===== config.mk =====
export PLATFORM = sky130hd
export DESIGN_NAME = lfsr_burst_ctrl
export DESIGN_NICKNAME = d
export VERILOG_FILES = /design/src/rtl/lfsr_ctrl_pkg.sv /design/src/rtl/lfsr8_load_step.sv /design/src/rtl/lfsr_burst_ctrl.sv
export SDC_FILE = /design/constraint.sdc
export NUM_CORES = 1
export LEC_CHECK = 0
export CAP_MARGIN = 20
export CORE_MARGIN = 2
export CORE_UTILIZATION = 47
export CTS_CLUSTER_SIZE = 20
export DETAILED_ROUTE_END_ITERATION = 8
export PLACE_DENSITY = 0.77
export SLEW_MARGIN = 10
export SYNTH_ARGS = -nofsm -noshare
export SYNTH_HDL_FRONTEND = slang
export SYNTH_HIERARCHICAL = 1
export SYNTH_SLANG_ARGS = --single-unit
export TNS_END_PERCENT = 20

===== constraint.sdc =====
create_clock -name CLK -period 2.6 [get_ports CLK]
set_input_delay 0.26 -clock CLK [delete_from_list [all_inputs] [get_ports CLK]]
set_output_delay 0.26 -clock CLK [all_outputs]
set_load 0.05 [all_outputs]

===== src/rtl/lfsr_ctrl_pkg.sv =====
// lfsr_ctrl_pkg: shared state encoding and LFSR step function for the burst controller
package lfsr_ctrl_pkg;
  typedef enum logic [1:0] {IDLE, RUN, DONE} state_t;
  localparam int LFSR_W = 8;
  localparam logic [LFSR_W-1:0] LFSR_TAP_MASK = 8'hB8;
  function automatic logic [LFSR_W-1:0] lfsr8_next(input logic [LFSR_W-1:0] s);
    return {s[6:0], ^(s & LFSR_TAP_MASK)};
  endfunction
endpackage


===== src/rtl/lfsr8_load_step.sv =====
// lfsr8_load_step: 8-bit Fibonacci LFSR register with load (priority) and single-step
module lfsr8_load_step
  import lfsr_ctrl_pkg::*;
#(
  parameter logic [LFSR_W-1:0] DEFAULT_SEED = 8'h01
) (
  input  logic              clk,
  input  logic              rst,
  input  logic              load,
  input  logic [LFSR_W-1:0] load_val,
  input  logic              step,
  output logic [LFSR_W-1:0] state
);
  // load wins over step so a fresh seed is never advanced in its load cycle
  always_ff @(posedge clk)
    if (rst) state <= DEFAULT_SEED;
    else if (load) state <= load_val;
    else if (step) state <= lfsr8_next(state);
endmodule


===== src/rtl/lfsr_burst_ctrl.sv =====
// lfsr_burst_ctrl: seeded LFSR burst sequencer; define LFSR_BURST_CTRL_BEAT_CNT_EN for a beat_cnt output
module lfsr_burst_ctrl
  import lfsr_ctrl_pkg::*;
#(
  parameter int                LEN_W        = 8,
  parameter logic [LFSR_W-1:0] DEFAULT_SEED = 8'h01
) (
  input  logic              CLK,
  input  logic              RESET,
  input  logic              req_valid,
  output logic              req_ready,
  input  logic [LFSR_W-1:0] req_seed,
  input  logic [LEN_W-1:0]  req_len,
  input  logic              abort,
  output logic              out_valid,
  input  logic              out_ready,
  output logic [LFSR_W-1:0] out_data,
  output logic              out_last,
  output logic              done,
  output logic              busy
`ifdef LFSR_BURST_CTRL_BEAT_CNT_EN
  ,
  output logic [15:0]       beat_cnt
`endif
);
  state_t state;
  logic [LEN_W-1:0] remaining;
  logic accept, fire;
  assign req_ready = state == IDLE;
  assign busy      = state != IDLE;
  assign done      = state == DONE;
  assign out_valid = state == RUN && !abort;
  assign out_last  = state == RUN && remaining == LEN_W'(1);
  assign accept    = req_valid && req_ready;
  assign fire      = out_valid && out_ready;
  lfsr8_load_step #(.DEFAULT_SEED(DEFAULT_SEED)) u_lfsr (
    .clk      (CLK),
    .rst      (RESET),
    .load     (accept),
    .load_val (req_seed == '0 ? DEFAULT_SEED : req_seed),
    .step     (fire),
    .state    (out_data)
  );
  // burst sequencing; leaving RUN at remaining==1 keeps the counter from wrapping
  always_ff @(posedge CLK)
    if (RESET) begin
      state     <= IDLE;
      remaining <= '0;
    end else if (state == IDLE) begin
      if (req_valid) begin
        remaining <= req_len;
        state     <= req_len != '0 ? RUN : DONE;
      end
    end else if (state == RUN) begin
      if (abort) state <= DONE;
      else if (out_ready) begin
        remaining <= remaining - 1'b1;
        if (out_last) state <= DONE;
      end
    end else state <= IDLE;
`ifdef LFSR_BURST_CTRL_BEAT_CNT_EN
  // free-running count of transferred beats, wraps naturally
  always_ff @(posedge CLK)
    if (RESET) beat_cnt <= '0;
    else if (fire) beat_cnt <= beat_cnt + 16'd1;
`endif
endmodule


==> metrics.txt, run 1 <==
IO buf count=33; setup TNS=0 ps; Int Pwr=0.000520 W; Final GP Congestion=0.896; asr flop ratio synth=0; Core Region=2410 um2; power per cell area=554 nW/um2; Sink Count=18; Post-Route WL=2.69 mm; routed vias=1,123; Fill cells=223; Antenna Cells=0; CP max stage cell=clkdlybuf4s50_1; Sw Ratio=0.381; CP Data Arrival Time=2170 ps; post-synthesis sequential area ratio=0.307; synthesized instance count=142; Max-slew headroom=0.658; CP startpoint=state[1]$_SDFFE_PP0P_; CP max stage delay=850 ps; register area=360 um2; FMAX=0.411 GHz; Top Ports=34; clock-pin slew on the worst setup and hold paths=100 ps; 1st-iter DRT viols=24; GRT overflow=0; CP endpoint kind=output port; post-CTS setup buffers=0; post-cts resize count=0; Tcrit/Tclk final=0.936; die width=53.9 um; Worst Hold Launch=remaining[5]$_SDFFE_PP0P_; most frequent cells in the layout=clkdlybuf4s50_1, dfxtp_1, nor2_1; drt drc=0; Comb pwr share=0.435; ANT nets after route=0; clk buf depth=2; mapped cell area=1170 um2; Yosys cell types=47; Clock Tree Root=clkbuf_4; post-DP HPWL=2.05 mm; Post-Synth XOR/XNOR Area=0.0224; Clock Power Share=0.159; Final nets=190; first-pass GRT wire length=4.36 mm; Finished Layout Cells=195; worst hold path class=register to register; most common cell after layout, fill and taps aside=clkdlybuf4s50_1; setup slack after layout=166 ps; mux share of post-synthesis cell area=0.127; max capacitance violation total=0; min cycle time layout=2430 ps; initial core utilization=0.487; worst path buffer plus inverter count=2; CP Max Fanout=14; Synth Area in Simple Gates=0.224; final setup fails=0; worst path cell trace=or2_1, inv_2, clkdlybuf4s50_1; number of global-route vias before repair=1,031; Fin. Hold Viols=0; RSZ-0062 raised after global routing=false; post-synth net total=165; status=complete, no violations; drt first pass iters=4; CP startpoint kind=register; area of the die=2910 um2; initial antenna violation count=0; Clk Latency, worst-skew pair=280 ps; Worst Tran Pin Value=514 ps; WHS=531 ps; Synth-to-Final Area Change=29.1%; Synth Flop Type=dfxtp_1; CTS Hold Bufs=0; TritonCTS Buffers=3; largest net degree at the start of global routing=19; NetSw=0.000319 W; clk_skew=6.17 ps; gr usage total=0.201; Multi-input gate area=704 um2; sequential power share=0.406; Synth Area in Compound Gates=0.206; FF+latch count, synth=18; main combinational cell family by area after synthesis=simple AND/OR/NAND/NOR gates; DIE HEIGHT=53.9 um; DP Worst Slack=463 ps; layout cells sized above 1=0.121; adder-cell share of the synthesized area=0.0213; Std-Cell Rows=18; Worst Setup Path Type=register to output port; Final Slew Violations=0; synth warn=6; CTS H-Tree Depth=1; required time of the critical path=2340 ps; P_leak=0.576 nW; routed len/inst=13.8 um; dpl cells=192; maximum VDD drop=0.000378 V; Via density=5.76; reg2reg start=state[1]$_SDFFE_PP0P_; Top delay family on crit path=buffers and inverters; CTS tree=done; EDFF count, synth=0; Post-Syn Area per Cell=8.26 um2
==> worst paths after layout <==
check	slack [ps]	cells past startpoint	to
hold reg to reg	530	2	remaining[5]$_SDFFE_PP0P_
hold / removal	530	2	remaining[5]$_SDFFE_PP0P_
setup / recovery	170	3	req_ready
setup reg to reg	440	6	u_lfsr/state[0]$_SDFFE_PP1P_
==> per-layer routing <==
layer  wire, um  share of wire  track usage
met5          0              0            0
met4         43          0.016       0.0641
met3        141          0.052       0.0389
met2       1310           0.49        0.348
met1       1200           0.44        0.250
==> cell usage after synthesis, types with 3 or more instances <==
cell type | instances | area share
a21o_1 | 3 | 0.019
a21oi_1 | 10 | 0.043
and2_1 | 3 | 0.016
clkbuf_1 | 11 | 0.035
dfxtp_1 | 18 | 0.31
inv_1 | 6 | 0.019
mux2_2 | 7 | 0.067
mux2i_1 | 7 | 0.060
nand2_1 | 8 | 0.026
nor2_1 | 14 | 0.045
nor3_1 | 4 | 0.017
nor4_1 | 4 | 0.021
o21ai_0 | 5 | 0.021
==> flip-flops by register name (all words and copies together) (netlist names) <==
signal / cells
remaining: 8
state: 2
u_lfsr/state: 8
==> final cells by class <==
type	instances	area share
Clock buffer	3	0.0149
Timing Repair Buffer	36	0.240
Multi-Input combinational cell	101	0.465
Sequential cell	18	0.238
Inverter	7	0.0174
Tap cell	30	0.0248
==> logic make-up after synthesis <==
family / Yosys count
AOI/OAI and AO/OA: 36
DFF: 18
xor gates and xnor gates: 3
buffers and inverters: 23
adders and majority gates: 2
and+or+nand+nor: 46
muxes: 14
==> worst reg2reg max path, cell delays in order, from the launching register on <==
cell and delay (ps):
dfxtp_1 410, or2_1 390, inv_2 240, and2_1 490, or3b_1 400, o41ai_1 80
a21oi_2 40
==> power groups by stage <==
stage / clock network, W / logic (W) / registers [W]
global route: 0.000148 / 0.000394 / 0.000346
detailed placement: 0 / 0.000362 / 0.000346
finish: 0.000134 / 0.000365 / 0.000340
global placement: 0 / 0.000358 / 0.000345
CTS: 0.000138 / 0.000364 / 0.000340
floorplan: 0 / 0.000229 / 0.000374
==> per-stage QoR <==
| step | utilization | area [um2] | total power, W |
|---|---|---|---|
| global route | 0.628 | 1510 | 0.000888 |
| CTS | 0.628 | 1510 | 0.000841 |
| detailed placement | 0.619 | 1490 | 0.000708 |
| finish | 0.628 | 1510 | 0.000839 |
| floorplan | - | 1170 | 0.000602 |
| global placement | 0.619 | 1490 | 0.000703 |
(Power assumes the default switching activity.)
==> run 2, diff against run 1 <==
- SETUP_SLACK_MARGIN: unset -> 0.05
==> results of run 2 <==
The final DEF is identical to that of run 1; final timing and power are the same.
==> edit 1 (settings of run 2) <==
The 3 states of `state_t` get a one-hot encoding in 3 bits.
--- a/src/rtl/lfsr_ctrl_pkg.sv
+++ b/src/rtl/lfsr_ctrl_pkg.sv
@@ -1,5 +1,5 @@
 // lfsr_ctrl_pkg: shared state encoding and LFSR step function for the burst controller
 package lfsr_ctrl_pkg;
-  typedef enum logic [1:0] {IDLE, RUN, DONE} state_t;
+  typedef enum logic [2:0] {IDLE = 3'b001, RUN = 3'b010, DONE = 3'b100} state_t;
   localparam int LFSR_W = 8;
   localparam logic [LFSR_W-1:0] LFSR_TAP_MASK = 8'hB8;
Formal check against the unedited RTL: same outputs for any inputs over 10 cycles, from zero or initial values and one cycle with RESET high; not proved beyond that.
==> edit 1 against run 2 <==
- hold slack got worse by 0.021 ns
- first-iteration DRC count fell by 42%
- sequential cell count rose by 1
- critical path depth rose by 1
- worst setup slack improved by 0.019 ns
- non-clock buffer count fell by 1
- combinational power fell by 24%
- design area rose by 1.5%
- sequential share of layout area rose by 0.95 points
- wire length rose by 3.9%
- synthesized area rose by 4.2%
- synthesized cell count did not move
- power fell by 9.4%
==> edit 1: results (changes against run 2) <==
- Total GRT Usage: 19.2% (was 20.1%)
- PostCTS Resize Cnt: 0 (unchanged)
- Crit Path Max Fanout: 5 (was 14)
- Drt first-iter violations: 14 (was 24)
- Postcts setup bufs: 0 (unchanged)
- Library cells used by synthesis: 39 (was 47)
- Place WS: 0.421 ns (was 0.463 ns)
- Fill count: 235 (was 223)
- Share of cells above drive strength 1: 13.3% (was 12.1%)
- H-tree depth: 1 (unchanged)
- Final Wtd Congestion: 0.891 (was 0.896)
- FF-to-FF setup slack: 0.58 ns (was 0.44 ns)
- Fin crit share: 92.9% (was 93.6%)
- Max-slew headroom: 55.9% (was 65.8%)
- Top cells by area, synth: dfxtp_1 31%, mux2_2 6.5%, mux2i_1 5.7% (was dfxtp_1 31%, mux2_2 6.7%, mux2i_1 6.0%)
- Number of global-route vias before repair: 1017 (was 1031)
- Highest-delay cell along the critical path: clkdlybuf4s50_1 (unchanged)
- Antenna violations before repair: 0 (unchanged)
- Largest net degree at the start of global routing: 20 (was 19)
- IO buf count: 33 (unchanged)
- Root Buffer: clkbuf_4 (unchanged)
- First-pass GRT wire length: 4.21 mm (was 4.36 mm)
- Worst-path clk slew: between 0.1 and 0.15 ns
- Final wirelength: 2.80 mm (was 2.69 mm)
- Register-to-Register Path Depth: 6 (unchanged)
- Worst skew pair latency: 0.29 ns
- Clk buf depth: 2 (unchanged)
- CP max stage delay: 0.80 ns (was 0.85 ns)
- Post-synth top cells: 19 x dfxtp_1, 14 x nor2_1, 11 x a21oi_1 (was 18 x dfxtp_1, 14 x nor2_1, 11 x clkbuf_1)
- Drt pass-1 iters: 4 (unchanged)
- Synth warnings: 6 (unchanged)
- Seq/Total Area, Yosys: 31.1% (was 30.7%)
- CTS Buf Count: 3 (unchanged)
- Hold depth: 2 (unchanged)
- Tightest Hold Check Type: flop to flop (unchanged)
- Ant. Diodes: 0 (unchanged)
- Leak Pwr: 0.000594 uW (was 0.000576 uW)
- Syn Nets: 165 (unchanged)
- TNS Setup: 0 ns (unchanged)
- Post-DP HPWL: 2.18 mm (was 2.05 mm)
- Final #Nets: 190 (unchanged)
- Data arrival time of the critical path: 2.16 ns
- Maximum vdd drop: 0.433 mV (was 0.378 mV)
- Sw Share: 35.3% (was 38.1%)
- Status: complete, no violations (unchanged)
- Top flop regs: remaining (8), u_lfsr/state (8), state (3) (was remaining (8), u_lfsr/state (8), state (2))
- Avg Vias per Cell: 5.66 (was 5.76)
- Ys async rst share: 0% (unchanged)
- Final Skew: 0.000588 ns (was 0.00617 ns)
## edit 1: final cells by class
class                   count  share of cell area (%)
inverters                   5                    1.63
flip-flops and latches     19                    24.8
repair buffers             35                    22.5
multi-input cells         103                    46.9
clock inverters             1                   0.326
well taps                  30                    2.44
clock buffers               3                    1.47
## edit 1: worst paths after layout
kind | startpoint | to
min | remaining[5] | remaining[5]
max | remaining[0] | out_last
max reg2reg | state[0] | u_lfsr/state[0]
min reg2reg | remaining[5] | remaining[5]
## edit 1: per-stage QoR
stage / std cells / hold slack [ns] / area [um2] / util (%) / total power (uW)
after CTS: 196 / 0.512 / 1530 / 61.9 / 765
after floorplan: 142 / 0.380 / 1220 / - / 537
after global placement: 192 / 0.479 / 1510 / 60.8 / 612
final: 196 / 0.510 / 1540 / 62.0 / 760
after global routing: 196 / 0.531 / 1540 / 62.0 / 798
after detailed placement: 192 / 0.497 / 1510 / 60.8 / 619
## edit 1: layer usage
layer	track usage, %	share of wire [%]
met5	0	0
met3	2.42	4.2
met2	37.5	51
met1	22.2	44
met4	3.66	0
## edit 1: cell families after synthesis
logic type                 share of synthesized area (%)
and+or+nand+nor                                     23.3
AOI/OAI and AO/OA                                   19.4
buffers and inverters                               9.83
DFF                                                 31.1
muxes                                               12.2
xor gates and xnor gates                            2.15
adders and majority gates                           2.05
## edit 1: critical path, delay by kind of cell (launching register included)
family	cells	cell delay, ns
and+or+nand+nor	2	0.50
buffers and inverters	1	0.80
adders and majority gates	1	0.17
DFF	1	0.41
## edit 1: power groups by stage
stage	sequential [uW]	clock [uW]	combinational, uW
after global routing	340	161	297
final	337	147	276
after CTS	337	151	277
after floorplan	369	0	168
after detailed placement	343	0	276
after global placement	342	0	270
==> edit 2 (flow settings as in run 2) <==
Made on the original files. The parameter `LEN_W` goes from 8 to 16.
--- a/src/rtl/lfsr_burst_ctrl.sv
+++ b/src/rtl/lfsr_burst_ctrl.sv
@@ -3,5 +3,5 @@
   import lfsr_ctrl_pkg::*;
 #(
-  parameter int                LEN_W        = 8,
+  parameter int                LEN_W        = 16,
   parameter logic [LFSR_W-1:0] DEFAULT_SEED = 8'h01
 ) (
Interface: changed (resized req_len); port bits go from 34 to 42. No check against the original RTL was run, so the function may have changed too.
==> edit 2 against run 2 <==
- synthesized area rose by 44%
- sequential power rose by 46%
- design area rose by 42%
- wire length rose by 58%
- clock skew rose by 0.0019 ns
- worst setup slack improved by 0.054 ns
- sequential cell count rose by 8
- hold slack got worse by 0.014 ns
- power rose by 51%
==> edit 2: results (changes against run 2) <==
- CP Capture Point: busy (was req_ready)
- Status: complete, no violations (unchanged)
- Maximum vdd drop: 0.275 mV (was 0.378 mV)
- Adder-Cell Fraction of Synth Area: 1.49% (was 2.13%)
- Critical R2R Launch: state[0] (was state[1])
- IO buf count: 41 (was 33)
- Slack of the critical path: 0.220 ns (was 0.166 ns)
- Library cells used by synthesis: 55 (was 47)
- FF-to-FF setup slack: 0.59 ns (was 0.44 ns)
- Drt first-iter violations: 112 (was 24)
- Worst-path clk slew: 0.15 ns (was 0.10 ns)
- Hold_sp: remaining[1] (was remaining[5])
- Number of global-route vias before repair: 1555 (was 1031)
- Final Skew: 0.00802 ns (was 0.00617 ns)
- Leak Pwr: 0.000794 uW (was 0.000576 uW)
- Smallest hold slack: 0.517 ns (was 0.531 ns)
- Top flop regs: remaining (16), u_lfsr/state (8), state (2) (was remaining (8), u_lfsr/state (8), state (2))
- Total GRT Usage: 22.4% (was 20.1%)
- First-pass GRT wire length: 7.34 mm (was 4.36 mm)
- Largest net degree at the start of global routing: 25 (was 19)
- Post-DP HPWL: 3.13 mm (was 2.05 mm)
- Place WS: 0.479 ns (was 0.463 ns)
- Worst skew pair latency: 0.33 ns (was 0.28 ns)
- Post-synth top cells: 26 x dfxtp_1, 20 x nor2_1, 15 x nand2_1 (was 18 x dfxtp_1, 14 x nor2_1, 11 x clkbuf_1)
- Hold Path Sink: remaining[1] (was remaining[5])
- Register-to-Register Path Depth: 8 (was 6)
- Final Wtd Congestion: 0.883 (was 0.896)
## edit 2: cell types whose count changed in the layout (fill, tap and decap cells not counted), sizes merged, moves of 4 or more
cell / run 2 / this run
clkdlybuf4s50: 32 / 40
dfxtp: 18 / 26
nand2: 8 / 16
nand3: 1 / 8
nor2: 14 / 21
inv: 7 / 2
a21oi: 11 / 15
buf: 4 / 8
nor3: 4 / 8
nor4: 4 / 8
o311ai: 0 / 4
## edit 2: area by class of cell
cell class | count | area [um2] | area share [%]
multi-input combinational | 159 | 1050 | 48.9
sequential | 26 | 520 | 24.3
tap | 46 | 57.6 | 2.68
clock buffer | 4 | 36.3 | 1.69
timing repair buffer | 48 | 460 | 21.5
inverter | 4 | 21.3 | 0.992
## edit 2: metal layers
metal	global-route usage, %	routed length [um]
met1	31.5	2000
met3	2.46	233
met5	0	0
met4	6.52	34
met2	36.1	1970
## edit 2: through the flow
stage	cells	cell area (um2)	total power (uW)	utilization (%)
2_1_floorplan	208	1680	887	-
3_3_place_gp	283	2110	1060	62.2
3_5_place_dp	283	2110	1060	62.2
4_1_cts	287	2140	1270	63.3
5_1_grt	287	2140	1350	63.3
6_report	287	2140	1270	63.3
## edit 2: critical path: stages, from the launching register on
cell             delay, ns
dfxtp_1               0.49
or2_1                 0.22
buf_4                 0.24
clkdlybuf4s50_1       0.84
## edit 2: kinds of logic (layout without fill, tap and decap cells)
kind of cell               count (synthesis)  in the layout
AOI/OAI and AO/OA                         53             53
xor gates and xnor gates                   3              3
adders and majority gates                  2              2
buffers and inverters                     23             56
DFF                                       26             26
muxes                                     14             14
and+or+nand+nor                           87             87
